`src/rtl/pipe_stall_ctrl_if.sv`:
```
// rtl/pipe_stall_ctrl_if.sv - stall/flush controller handshake bundle
interface pipe_stall_ctrl_if;
    logic        stallreq_id;
    logic        div_req;
    logic        mem_access;
    logic [4:0]  mem_exccode;
    logic [31:0] cp0_epc;
    logic [4:0]  stall;
    logic        flush;
    logic [31:0] exc_pc;
    logic        div_start;
    logic        div_done;

    modport master (
        output stallreq_id, div_req, mem_access, mem_exccode, cp0_epc,
        input  stall, flush, exc_pc, div_start, div_done
    );

    modport slave (
        input  stallreq_id, div_req, mem_access, mem_exccode, cp0_epc,
        output stall, flush, exc_pc, div_start, div_done
    );
endinterface

```
`src/rtl/pipe_stall_ctrl.sv`:
```
// rtl/pipe_stall_ctrl.sv - pipeline stall/flush controller (load-use, divide, SRAM wait, exceptions)
module pipe_stall_ctrl #(
    parameter int unsigned DIV_CYCLES = 32,
    parameter int unsigned SRAM_WAIT  = 2,
    parameter logic [31:0] EXC_ENTRY  = 32'hBFC0_0380,
    parameter logic [4:0]  EXC_NONE   = 5'h10,
    parameter logic [4:0]  EXC_ERET   = 5'h11
) (
    input  logic             cpu_clk_50M,
    input  logic             cpu_rst,
    pipe_stall_ctrl_if.slave bus
);
    localparam logic [4:0] PAT_LOAD_USE = 5'b00111;
    localparam logic [4:0] PAT_DIV      = 5'b01111;
    localparam logic [4:0] PAT_SRAM     = 5'b11111;
    localparam logic       SRAM_EN      = (SRAM_WAIT > 0);
    localparam logic [5:0] DIV_LOAD     = 6'(DIV_CYCLES - 2);
    localparam logic [2:0] MEM_LOAD     = 3'(SRAM_WAIT - 1);

    typedef enum logic [1:0] {IDLE, DIV_WAIT, DIV_DONE} div_state_e;

    div_state_e state_q, state_d;
    logic [5:0] div_cnt_q, div_cnt_d;
    logic [2:0] mem_cnt_q, mem_cnt_d;
    logic       mem_wait_q, mem_wait_d;

    logic exc, sram_stall, div_stall, start, done;

    always_ff @(posedge cpu_clk_50M) begin
        if (cpu_rst) begin
            state_q    <= IDLE;
            div_cnt_q  <= '0;
            mem_cnt_q  <= '0;
            mem_wait_q <= 1'b0;
        end else begin
            state_q    <= state_d;
            div_cnt_q  <= div_cnt_d;
            mem_cnt_q  <= mem_cnt_d;
            mem_wait_q <= mem_wait_d;
        end
    end

    always_comb begin
        state_d    = state_q;
        div_cnt_d  = div_cnt_q;
        mem_cnt_d  = mem_cnt_q;
        mem_wait_d = mem_wait_q;
        sram_stall = 1'b0;
        div_stall  = 1'b0;
        start      = 1'b0;
        done       = 1'b0;
        exc        = (bus.mem_exccode != EXC_NONE);

        // mem_wait with mem_cnt==0 is the release cycle: MEM advances, new access ignored
        if (mem_wait_q) begin
            if (mem_cnt_q != 3'd0) begin
                sram_stall = 1'b1;
                mem_cnt_d  = mem_cnt_q - 3'd1;
            end else begin
                mem_wait_d = 1'b0;
            end
        end else if (bus.mem_access && SRAM_EN) begin
            sram_stall = 1'b1;
            mem_wait_d = 1'b1;
            mem_cnt_d  = MEM_LOAD;
        end

        unique case (state_q)
            IDLE: begin
                if (bus.div_req && !sram_stall) begin
                    start     = 1'b1;
                    div_stall = 1'b1;
                    div_cnt_d = DIV_LOAD;
                    state_d   = DIV_WAIT;
                end
            end
            DIV_WAIT: begin
                div_stall = 1'b1;
                if (div_cnt_q == 6'd0) state_d = DIV_DONE;
                else                   div_cnt_d = div_cnt_q - 6'd1;
            end
            DIV_DONE: begin
                // EXE cannot retire the result while MEM is frozen
                if (!sram_stall) begin
                    done    = 1'b1;
                    state_d = IDLE;
                end
            end
            default: state_d = IDLE;
        endcase

        if (exc) begin
            state_d    = IDLE;
            div_cnt_d  = '0;
            mem_wait_d = 1'b0;
            mem_cnt_d  = '0;
        end
    end

    logic quiet;
    assign quiet = cpu_rst || exc;

    assign bus.stall     = quiet ? 5'b0 :
                           ((sram_stall      ? PAT_SRAM     : 5'b0) |
                            (div_stall       ? PAT_DIV      : 5'b0) |
                            (bus.stallreq_id ? PAT_LOAD_USE : 5'b0));
    assign bus.flush     = !cpu_rst && exc;
    assign bus.exc_pc    = (!cpu_rst && exc) ?
                           ((bus.mem_exccode == EXC_ERET) ? bus.cp0_epc : EXC_ENTRY) : 32'b0;
    assign bus.div_start = !quiet && start;
    assign bus.div_done  = !quiet && done;
endmodule
```
`src/flat_wrapper.sv`:
```
// flat-port wrapper written by rule: the top's interface ports become plain ports
module pipe_stall_ctrl_flat 
#(
    parameter int unsigned DIV_CYCLES = 32,
    parameter int unsigned SRAM_WAIT  = 2,
    parameter logic [31:0] EXC_ENTRY  = 32'hBFC0_0380,
    parameter logic [4:0]  EXC_NONE   = 5'h10,
    parameter logic [4:0]  EXC_ERET   = 5'h11
)
  (cpu_clk_50M, cpu_rst, bus_stallreq_id, bus_div_req, bus_mem_access, bus_mem_exccode, bus_cp0_epc, bus_stall, bus_flush, bus_exc_pc, bus_div_start, bus_div_done);
  pipe_stall_ctrl_if bus_i ();
  input  logic cpu_clk_50M;
  input  logic cpu_rst;
  input wire logic [$bits(bus_i.stallreq_id)-1:0] bus_stallreq_id;
  input wire logic [$bits(bus_i.div_req)-1:0] bus_div_req;
  input wire logic [$bits(bus_i.mem_access)-1:0] bus_mem_access;
  input wire logic [$bits(bus_i.mem_exccode)-1:0] bus_mem_exccode;
  input wire logic [$bits(bus_i.cp0_epc)-1:0] bus_cp0_epc;
  output wire logic [$bits(bus_i.stall)-1:0] bus_stall;
  output wire logic [$bits(bus_i.flush)-1:0] bus_flush;
  output wire logic [$bits(bus_i.exc_pc)-1:0] bus_exc_pc;
  output wire logic [$bits(bus_i.div_start)-1:0] bus_div_start;
  output wire logic [$bits(bus_i.div_done)-1:0] bus_div_done;
  assign bus_i.stallreq_id = bus_stallreq_id;
  assign bus_i.div_req = bus_div_req;
  assign bus_i.mem_access = bus_mem_access;
  assign bus_i.mem_exccode = bus_mem_exccode;
  assign bus_i.cp0_epc = bus_cp0_epc;
  assign bus_stall = bus_i.stall;
  assign bus_flush = bus_i.flush;
  assign bus_exc_pc = bus_i.exc_pc;
  assign bus_div_start = bus_i.div_start;
  assign bus_div_done = bus_i.div_done;
  pipe_stall_ctrl #(.DIV_CYCLES(DIV_CYCLES), .SRAM_WAIT(SRAM_WAIT), .EXC_ENTRY(EXC_ENTRY), .EXC_NONE(EXC_NONE), .EXC_ERET(EXC_ERET)) u_core (.cpu_clk_50M(cpu_clk_50M), .cpu_rst(cpu_rst), .bus(bus_i));
endmodule
```
`config.mk`:
```
export PLATFORM = sky130hd
export DESIGN_NAME = pipe_stall_ctrl_flat
export DESIGN_NICKNAME = d
export VERILOG_FILES = /design/src/rtl/pipe_stall_ctrl_if.sv /design/src/rtl/pipe_stall_ctrl.sv /design/src/flat_wrapper.sv
export SDC_FILE = /design/constraint.sdc
export NUM_CORES = 1
export LEC_CHECK = 0
export ABC_CLOCK_PERIOD_IN_PS = 1800
export CORE_ASPECT_RATIO = 0.5
export CORE_MARGIN = 5
export CORE_UTILIZATION = 25
export DETAILED_ROUTE_END_ITERATION = 12
export PLACE_DENSITY = 0.67
export SETUP_SLACK_MARGIN = 0.1
export SLEW_MARGIN = 20
export SYNTH_ARGS = -nofsm -noshare
export SYNTH_HDL_FRONTEND = slang
export SYNTH_SLANG_ARGS = --single-unit
```
`constraint.sdc`:
```
create_clock -name cpu_clk_50M -period 1.8 [get_ports cpu_clk_50M]
set_input_delay 0.36 -clock cpu_clk_50M [delete_from_list [all_inputs] [get_ports cpu_clk_50M]]
set_output_delay 0.36 -clock cpu_clk_50M [all_outputs]
set_load 0.005 [all_outputs]
```
Word level (Yosys, flattened, before mapping)
Index checks and enable logic that the tools add are counted.
{ "op_classes": {"n_bitwise": 2, "n_mux": 24, "eq_ne": 9, "reduce_logical": 17, "addsub": 2} }
{ "op_table": {"columns": ["operator", "count"], "rows": [
  ["$mux W32", 2],
  ["$mux W3", 4],
  ["$mux W6", 2],
  ["$pmux W6 S2", 1],
  ["$mux W5", 2],
  ["$or A5 B5 Y5", 2],
  ["$mux W1", 7],
  ["$logic_not A6 Y1", 1],
  ["$mux W2", 3],
  ["$ne A2 B2 Y1 const B", 3],
  ["$pmux W2 S3", 1],
  ["$reduce_and A3 Y1", 2],
  ["$sub A6 B1 Y6 const B", 1],
  ["$eq A5 B5 Y1 const B", 1],
  ["$ne A5 B5 Y1 const B", 1],
  ["$logic_and A1 B1 Y1", 4],
  ["$mux W4", 1],
  ["$ne A2 B1 Y1 const B", 2],
  ["$reduce_bool A2 Y1", 2],
  ["$logic_not A1 Y1", 3],
  ["$reduce_bool A3 Y1", 1],
  ["$sub A3 B1 Y3 const B", 1],
  ["$eq A2 B1 Y1 const B", 1],
  ["$eq A2 B2 Y1 const B", 1],
  ["other kinds (5)", 5]
]} }
{ "word_totals": {"register_bits": 12, "wordCells": 58, "output_inout_bits": 40} }

Longest topological paths before layout
Gate-level depths: netlist (run 1).
{ "logic_depth": {"ltp_word": 11, "ltp_mapped": 8, "depth_no_buf": 7} }

Worst setup path after synthesis (run 1)
Ideal clock, no wire load.
{ "synth_path": {"kind": "input to output", "startpoint": "input port bus_mem_exccode[1]", "endpoint": "output port bus_stall[1]", "path_slack_ns": -0.163, "required_ns": 1.440, "arrival_ns": 1.603, "path_stages": 4, "path_buffers": 1, "path_cell_list": "or4b_4 > nor3_1 > o21a_1 > buf_4"} }
{ "synth_via": {"elab_chain_len": 3} }
{ "synth_rtl": {"columns": ["element", "line_no", "rtl"], "rows": [
  ["start, declared", "flat_wrapper.sv:17", "input wire logic [$bits(bus_i.mem_exccode)-1:0] bus_mem_exccode;"],
  ["$ne A5 B5 Y1", "pipe_stall_ctrl.sv:52", "exc = (bus.mem_exccode != EXC_NONE);"],
  ["$logic_or A1 B1 Y1", "pipe_stall_ctrl.sv:101", "assign quiet = cpu_rst || exc;"],
  ["$mux W5", "pipe_stall_ctrl.sv:103", "assign bus.stall = quiet ? 5'b0 :"],
  ["end, declared", "flat_wrapper.sv:19", "output wire logic [$bits(bus_i.stall)-1:0] bus_stall;"]
]} }
No other way between the ends.

Worst setup path after layout (run 1)
{ "layout_path": {"startpoint": "input port bus_mem_exccode[1]", "endpoint": "output port bus_exc_pc[6]"} }
{ "layout_via": {"elab_chain_len": 3} }
{ "layout_rtl": {"columns": ["element", "line_no", "rtl"], "rows": [
  ["$eq A5 B5 Y1 or $ne A5 B5 Y1 (tied branches)", "pipe_stall_ctrl.sv:109, pipe_stall_ctrl.sv:52", null],
  ["$mux W32 or $logic_and A1 B1 Y1 (tied branches)", "pipe_stall_ctrl.sv:109, pipe_stall_ctrl.sv:108", null],
  ["$mux W32 *", "pipe_stall_ctrl.sv:108", "assign bus.exc_pc = (!cpu_rst && exc) ?"],
  ["end, declared", "flat_wrapper.sv:21", "output wire logic [$bits(bus_i.exc_pc)-1:0] bus_exc_pc;"]
]} }
Mark *: on every way between the ends. The rest lies on a longest branch, timed or not.

==> out/qor_table.md, run 1 <==
| Item | Reported | Unit |
|---|---|---|
| Period utilisation layout | 129 | % |
| Layout cell share with drive strength beyond 1 | 50.0 | % |
| Via total after detailed routing | 1339 | - |
| Number of optimization iterations in the first detailed-route pass | 4 | - |
| Number of cells on the worst reg-to-reg path | 8 | - |
| Mapped Avg Cell Area | 7.62 | um^2 |
| Via density per instance | 4.49 | - |
| Multi-input logic area | 796 | um^2 |
| WL per Instance | 13.5 | um |
| Crit path cell chain | buf_6, or4b_4, or2_4, nor2_4, clkbuf_16, buf_6, buf_6, and2_4, buf_6 | - |
| Worst path top cell family by delay | simple AND/OR/NAND/NOR gates | - |
| Number of unique standard cell types used by synthesis | 37 | - |
| Final min period | 2.33 | ns |
| Peak supply drop | 0.000202 | V |
| Post-synthesis to final-layout area growth | 130 | % |
| Stages on worst setup path | 9 | - |
| Cell leakage power | 0.998 | nW |
| Total Routing Usage GR | 14.0 | % |
| Synth Area in Simple Gates | 41.5 | % |
| Initial standard-cell utilization of the core | 25.6 | % |
| Number of buffers added on ports | 81 | - |
| Areal power density over the cells | 343 | nW/um^2 |
| Core Area | 3860 | um^2 |
| Worst hold margin | 0.488 | ns |
| Fillcell total | 327 | - |
| Data arrival at the endpoint of the critical path | 1.97 | ns |
| Final-report max-slew violation count | 0 | - |
| Vias in the first global route | 1395 | - |
| Synth area leaders | sky130_fd_sc_hd__dfxtp_1, sky130_fd_sc_hd__and2_1, sky130_fd_sc_hd__o21a_1 | - |
| Detail Route Antenna Nets | 0 | - |
| Yosys warnings | 0 | - |
| Largest net degree at the start of global routing | 14 | - |
| Setup total negative slack | -15.66 | ns |
| Clock buffers created by TritonCTS | 3 | - |
| Slew at the pin with the worst max-slew slack | 0.321 | ns |
| Hold_buf cts | 0 | - |
| Xor/xnor cell area share of the yosys netlist | 0 | % |
| Biggest cell delay along the critical path | 0.53 | ns |
| Count of nets after finishing | 291 | - |
| Clock Tree Root | sky130_fd_sc_hd__clkbuf_8 | - |
| Number of antenna violations at the first check in global routing | 0 | - |
| Total Routed Length | 4030 | um |
| Syn Std Cell Area | 991 | um^2 |
| Hold-critical path depth | 2 | - |
| Full die area | 5400 | um^2 |
| Compound-cell area share of the yosys netlist | 19.1 | % |
| Type of origin of the critical path | input pin | - |
| RSZ-0062 raised after global routing | yes | - |
| Highest net fanout along the worst path | 3 | - |
| Width of the die | 99.0 | um |
| Status | complete, but fails checks | - |
| Antenna Diode Count | 0 | - |
| Post-synthesis cell count | 130 | - |
| Endpoints failing hold | 0 | - |
| Clock skew after layout | 0.00723 | ns |
| Global-route wire length before repair | 6040 | um |
| Headroom to the max-slew limit | 78.5 | % |
| RePlAce Congestion | 0.799 | - |
| Data required time of the critical path | 1.44 | ns |
| Hold Path Class | flop to flop | - |
| TritonCTS clock tree | done | - |
| Synth top area share | 24.2 | % |
| Sequential fraction of the synthesis area | 24.2 | % |
| Violated checks | setup timing | - |
| Largest area contributor in the synthesized netlist | sky130_fd_sc_hd__dfxtp_1 | - |
| Pre-CTS setup slack | -1.07 | ns |
| Maximum achievable frequency | 430 | MHz |
| Syn nets | 176 | - |
| Worst path most repeated cell | sky130_fd_sc_hd__buf_6 | - |
| Combined flip-flop and latch cell area | 241 | um^2 |
| Clk sinks | 12 | - |
| Maximum buffer depth of the clock tree | 2 | - |
| Count of state elements after synthesis | 12 | - |
| Die Span Y | 54.5 | um |
| CP max stage cell | sky130_fd_sc_hd__or4b_4 | - |
| Cell row count | 16 | - |
| DRC | 0 | - |
| Reg clk slew, reported paths | 0.05 | ns |
| Smallest setup slack after layout | -0.527 | ns |
| Clock latency on the worst-skew pair | 0.25 | ns |
| First DRT Iteration DRCs | 13 | - |
| IO Pins | 82 | - |
| Buffering stage count on the worst path with inverters included | 5 | - |
| Worst setup path class | input pin to primary output | - |
| Synth Area in Adders | 5.05 | % |
| Multiplexer share of the synthesized area | 2.02 | % |
| Hpwl dp | 2930 | um |
| Max-cap violations | 0 | - |
| # setup viols final | 40 | - |
| Total number of H-tree levels | 1 | - |
| Critical Path Sink Type | primary output | - |
| GRT Residual Overflow | 0 | - |
| Dominant combinational cell family by area after synthesis | simple AND/OR/NAND/NOR gates | - |
-- layout by cell type, fill, tap and decap left out, types with 5 or more instances in the layout --
master and n:
sky130_fd_sc_hd__clkdlybuf4s50_1 36, sky130_fd_sc_hd__buf_6 29, sky130_fd_sc_hd__buf_4 23, sky130_fd_sc_hd__buf_2 18, sky130_fd_sc_hd__and2_4 16, sky130_fd_sc_hd__o21a_1 13, sky130_fd_sc_hd__nor2_1 12, sky130_fd_sc_hd__dfxtp_1 11
sky130_fd_sc_hd__clkbuf_2 6, sky130_fd_sc_hd__nor2_4 5, sky130_fd_sc_hd__and2_1 5
-- cells by family after synthesis --
kind of cell | Yosys count
compound gates | 28
fa+ha+maj | 4
buf+inv | 16
flops | 12
mux | 2
simple gates | 68
-- layer usage --
layer,vias up,part of all wire [%],wire length [um],GRT usage [%]
met2,48,50,2030,25.6
met3,7,10,405,5.60
met1,611,38,1520,15.1
met4,0,1.7,70,5.44
li1,673,-,-,-
met5,-,0,0,0
-- report_power, final --
| group | internal, mW | switching (mW) | leakage [nW] |
|---|---|---|---|
| clock network | 0.194 | 0.112 | 0.0288 |
| logic | 0.142 | 0.0684 | 0.872 |
| registers | 0.266 | 0.000685 | 0.0972 |
| total | 0.602 | 0.182 | 0.998 |
-- state kept, by name, indices dropped and copies added, names as in the netlist --
name               cells
u_core.mem_wait_q      1
u_core.state_q         2
u_core.div_cnt_q       6
u_core.mem_cnt_q       3
-- worst reg2reg max path: cells and delay by family (launching register included) --
family	cells	cell delay [ns]
mux	1	0.22
simple gates	2	0.22
buf+inv	2	0.19
flops	1	0.30
compound gates	1	0.36
fa+ha+maj	2	0.33
-- worst paths after layout --
check                         to  slack, ns           startpoint
min          u_core.mem_cnt_q[1]       0.49  u_core.mem_cnt_q[1]
max reg2reg  u_core.div_cnt_q[5]       0.12  u_core.mem_cnt_q[0]
min reg2reg  u_core.mem_cnt_q[1]       0.49  u_core.mem_cnt_q[1]
max                bus_exc_pc[6]      -0.53   bus_mem_exccode[1]
-- per-stage QoR --
step	utilization (%)	total power [mW]	area [um^2]	cells
floorplan	-	0.324	1010	130
global placement	51.5	0.479	1990	275
detailed placement	51.5	0.481	1990	275
CTS	57.1	0.786	2200	296
global route	59.1	0.818	2280	298
finish	59.1	0.784	2280	298
-- synthesized netlist by cell type --
| cell | instances |
|---|---|
| sky130_fd_sc_hd__or4b_1 | 1 |
| sky130_fd_sc_hd__nand3b_1 | 4 |
| sky130_fd_sc_hd__clkbuf_2 | 1 |
| sky130_fd_sc_hd__a211oi_1 | 2 |
| sky130_fd_sc_hd__and2_1 | 20 |
| sky130_fd_sc_hd__nor4bb_1 | 1 |
| sky130_fd_sc_hd__a21o_1 | 2 |
| sky130_fd_sc_hd__or4b_4 | 1 |
| sky130_fd_sc_hd__nor3_1 | 1 |
| sky130_fd_sc_hd__and2_2 | 1 |
| sky130_fd_sc_hd__or3_4 | 1 |
| sky130_fd_sc_hd__clkbuf_1 | 3 |
| sky130_fd_sc_hd__nor2b_1 | 3 |
| sky130_fd_sc_hd__buf_6 | 1 |
| sky130_fd_sc_hd__buf_4 | 2 |
| sky130_fd_sc_hd__or4_1 | 2 |
| sky130_fd_sc_hd__o21a_1 | 13 |
| sky130_fd_sc_hd__nor4b_2 | 1 |
| sky130_fd_sc_hd__nor2_1 | 16 |
| sky130_fd_sc_hd__or2_4 | 1 |
| sky130_fd_sc_hd__dfxtp_1 | 12 |
| sky130_fd_sc_hd__ha_1 | 4 |
| sky130_fd_sc_hd__or2_2 | 1 |
| sky130_fd_sc_hd__nand2_1 | 3 |
| sky130_fd_sc_hd__o21ai_0 | 3 |
| sky130_fd_sc_hd__or3_1 | 1 |
| sky130_fd_sc_hd__nor2_2 | 1 |
| sky130_fd_sc_hd__buf_2 | 3 |
| sky130_fd_sc_hd__nand3_1 | 4 |
| sky130_fd_sc_hd__inv_1 | 6 |
| sky130_fd_sc_hd__a21oi_1 | 4 |
| sky130_fd_sc_hd__nor4_1 | 1 |
| sky130_fd_sc_hd__nand2b_1 | 3 |
| sky130_fd_sc_hd__a31oi_1 | 3 |
| sky130_fd_sc_hd__nand4_1 | 1 |
| sky130_fd_sc_hd__o211ai_1 | 1 |
| sky130_fd_sc_hd__mux2i_1 | 2 |
-- area by class of cell --
cell class	count	area share (%)
multi-input cells	102	34.9
clock buffers	4	2.41
well taps	54	2.96
repair buffers	120	48.2
inverters	6	0.987
flip-flops and latches	12	10.6
-- what timing repair did --
item	in CTS	in global routing
buffers inserted	15	4
pin swaps	25	12
cloned	2	0
setup endpoints to repair	52	47
gates resized for setup	184	54
No activity file was read; power rests on OpenSTA's default activity.
==> inputs of run 2 (changes only) <==
--- a/config.mk
+++ b/config.mk
@@ -10,6 +10,7 @@
 export CORE_MARGIN = 5
 export CORE_UTILIZATION = 25
 export DETAILED_ROUTE_END_ITERATION = 12
+export MAX_ROUTING_LAYER = met4
 export PLACE_DENSITY = 0.67
 export SETUP_SLACK_MARGIN = 0.1
 export SLEW_MARGIN = 20
==> out/qor_table.md, run 2 (synthesis results as in run 1) <==
| Item | Reported | Unit | vs previous |
|---|---|---|---|
| RePlAce Congestion | 0.811 | - | +1.4% |
| Clock latency on the worst-skew pair | 0.25 | ns | about the same |
| Hold_buf cts | 0 | - | unchanged |
| Cell row count | 16 | - | unchanged |
| Final min period | 2.33 | ns | -0.00146 ns |
| Worst hold margin | 0.489 | ns | +0.0000600 ns |
| Overall power after layout | 0.783 | mW | about the same |
| Data arrival at the endpoint of the critical path | 1.97 | ns | about the same |
| Placed cells | 275 | - | unchanged |
| Width of the die | 99.0 | um | unchanged |
| # setup viols final | 40 | - | unchanged |
| Detail Route Antenna Nets | 0 | - | unchanged |
| Fillcell total | 327 | - | unchanged |
| Final-report max-slew violation count | 0 | - | unchanged |
| First DRT Iteration DRCs | 14 | - | +1 |
| Die Span Y | 54.5 | um | unchanged |
| Clock Tree Root | sky130_fd_sc_hd__clkbuf_8 | - |  |
| Layout cell share with drive strength beyond 1 | 50.0 | % | unchanged |
| Maximum achievable frequency | 430 | MHz | about the same |
| Number of optimization iterations in the first detailed-route pass | 4 | - | unchanged |
| Via density per instance | 4.49 | - | -0.15% |
| Post-synthesis to final-layout area growth | 130 | % | unchanged |
| TritonCTS clock tree | done | - |  |
| Hpwl dp | 2930 | um | unchanged |
| Type of origin of the critical path | input pin | - |  |
| Hold Path Class | flop to flop | - |  |
| Violated checks | setup timing | - |  |
| Status | complete, but fails checks | - |  |
| Total number of H-tree levels | 1 | - | unchanged |
| RSZ-0062 raised after global routing | yes | - |  |
| Maximum buffer depth of the clock tree | 2 | - | unchanged |
| Clk sinks | 12 | - | unchanged |
| Smallest setup slack after layout | -0.525 | ns | +0.00146 ns |
| Peak supply drop | 0.000202 | V | +0.17% |
| Largest net degree at the start of global routing | 14 | - | unchanged |
| Critical Path Sink Type | primary output | - |  |
| Max-cap violations | 0 | - | unchanged |
| Count of nets after finishing | 291 | - | unchanged |
| Number of cells on the worst reg-to-reg path | 8 | - | unchanged |
| Period utilisation layout | 129 | % | about the same |
| Headroom to the max-slew limit | 78.4 | % | about the same |
| Antenna Diode Count | 0 | - | unchanged |
| GRT Residual Overflow | 0 | - | unchanged |
| Hold-critical path depth | 2 | - | unchanged |
| Pre-CTS setup slack | -1.07 | ns | unchanged |
| Layout Utilization | 59.1 | % | unchanged |
| Areal power density over the cells | 343 | nW/um^2 | about the same |
| IO Pins | 82 | - | unchanged |
| Global-route wire length before repair | 6040 | um | unchanged |
| Slew at the pin with the worst max-slew slack | 0.322 | ns | +0.000939 ns |
| Clock skew after layout | 0.00667 | ns | -0.000554 ns |
| Via total after detailed routing | 1337 | - | -0.15% |
| Endpoints failing hold | 0 | - | unchanged |
| Commonest cells after routing, fill and taps aside | sky130_fd_sc_hd__clkdlybuf4s50_1, sky130_fd_sc_hd__buf_6, sky130_fd_sc_hd__buf_4, sky130_fd_sc_hd__buf_2, sky130_fd_sc_hd__and2_4 | - |  |
| Number of antenna violations at the first check in global routing | 0 | - | unchanged |
| Cell leakage power | 0.998 | nW | unchanged |
| Initial standard-cell utilization of the core | 25.6 | % | unchanged |
| Vias in the first global route | 1396 | - | +0.072% |
| Worst setup path class | input pin to primary output | - |  |
| Most common cell after layout, fill and taps aside | sky130_fd_sc_hd__clkdlybuf4s50_1 | - |  |
| Data required time of the critical path | 1.44 | ns | about the same |
| Clock buffers created by TritonCTS | 3 | - | unchanged |
| Total Routing Usage GR | 14.4 | % | +0.42 points |
| WL per Instance | 13.5 | um | about the same |
| Core Area | 3860 | um^2 | unchanged |
| Number of standard cells in the layout, taps in and fillers out | 298 | - | unchanged |
| Total Routed Length | 4030 | um | about the same |
| Full die area | 5400 | um^2 | unchanged |
| Highest net fanout along the worst path | 3 | - | unchanged |
| Max reg flops | 6 | - | unchanged |
| Top reg by flops | u_core.div_cnt_q | - |  |
| Number of buffers added on ports | 81 | - | unchanged |
| Regs by FF count | u_core.div_cnt_q x6, u_core.mem_cnt_q x3, u_core.state_q x2 | - |  |
| Reg clk slew, reported paths | 0.05 | ns | about the same |
| DRC | 0 | - | unchanged |
run 2: cell counts in the layout (fill, tap and decap cells not counted):
No cell type changed its count.
run 2: path summary, 6_finish.rpt:
kind                                           from             endpoint  slack, ns
worst max register to register  u_core.mem_cnt_q[0]  u_core.div_cnt_q[5]       0.12
worst min-delay path            u_core.mem_cnt_q[1]  u_core.mem_cnt_q[1]       0.49
worst max-delay path             bus_mem_exccode[1]        bus_exc_pc[6]      -0.53
worst min register to register  u_core.mem_cnt_q[1]  u_core.mem_cnt_q[1]       0.49
run 2: per-layer routing:
metal,global-route usage (%),part of all wire (%),vias to the layer above
met5,-,0,-
li1,-,-,673
met4,5.44,1.6,0
met3,3.69,8.7,7
met1,16.2,39,609
met2,25.6,51,48
run 2: worst max-delay path, stage by stage:
cell and delay [ns]:
sky130_fd_sc_hd__buf_6 0.09, sky130_fd_sc_hd__or4b_4 0.53, sky130_fd_sc_hd__or2_4 0.26, sky130_fd_sc_hd__nor2_4 0.17, sky130_fd_sc_hd__clkbuf_16 0.17, sky130_fd_sc_hd__buf_6 0.09
sky130_fd_sc_hd__buf_6 0.08, sky130_fd_sc_hd__and2_4 0.12, sky130_fd_sc_hd__buf_6 0.08
run 2: cell type report:
cell class | instances | area [um^2] | share of cell area (%)
flip-flops and latches | 12 | 241 | 10.6
well taps | 54 | 67.6 | 2.96
repair buffers | 120 | 1100 | 48.2
clock buffers | 4 | 55.1 | 2.41
inverters | 6 | 22.5 | 0.987
multi-input cells | 102 | 796 | 34.9
run 2: metrics by stage:
stage | area (um^2) | TNS (ns)
after CTS | 2200 | -18.65
final | 2280 | -15.65
after global routing | 2280 | -17.40
after global placement | 1990 | -41.94
after detailed placement | 1990 | -42.37
after floorplan | 1010 | -2.52
run 2: where the power goes:
part | switching [mW] | total (mW) | leakage, nW | internal, mW
Clock | 0.112 | 0.306 | 0.0288 | 0.194
Sequential | 0.000684 | 0.267 | 0.0972 | 0.266
Combinational | 0.0683 | 0.210 | 0.872 | 0.142
run 2: what timing repair did:
| item | CTS | global route |
|---|---|---|
| buffers inserted | 15 | 4 |
| gates resized for setup | 184 | 54 |
| gates cloned | 2 | 0 |
| setup endpoints to repair | 52 | 47 |
| pin swaps | 25 | 12 |
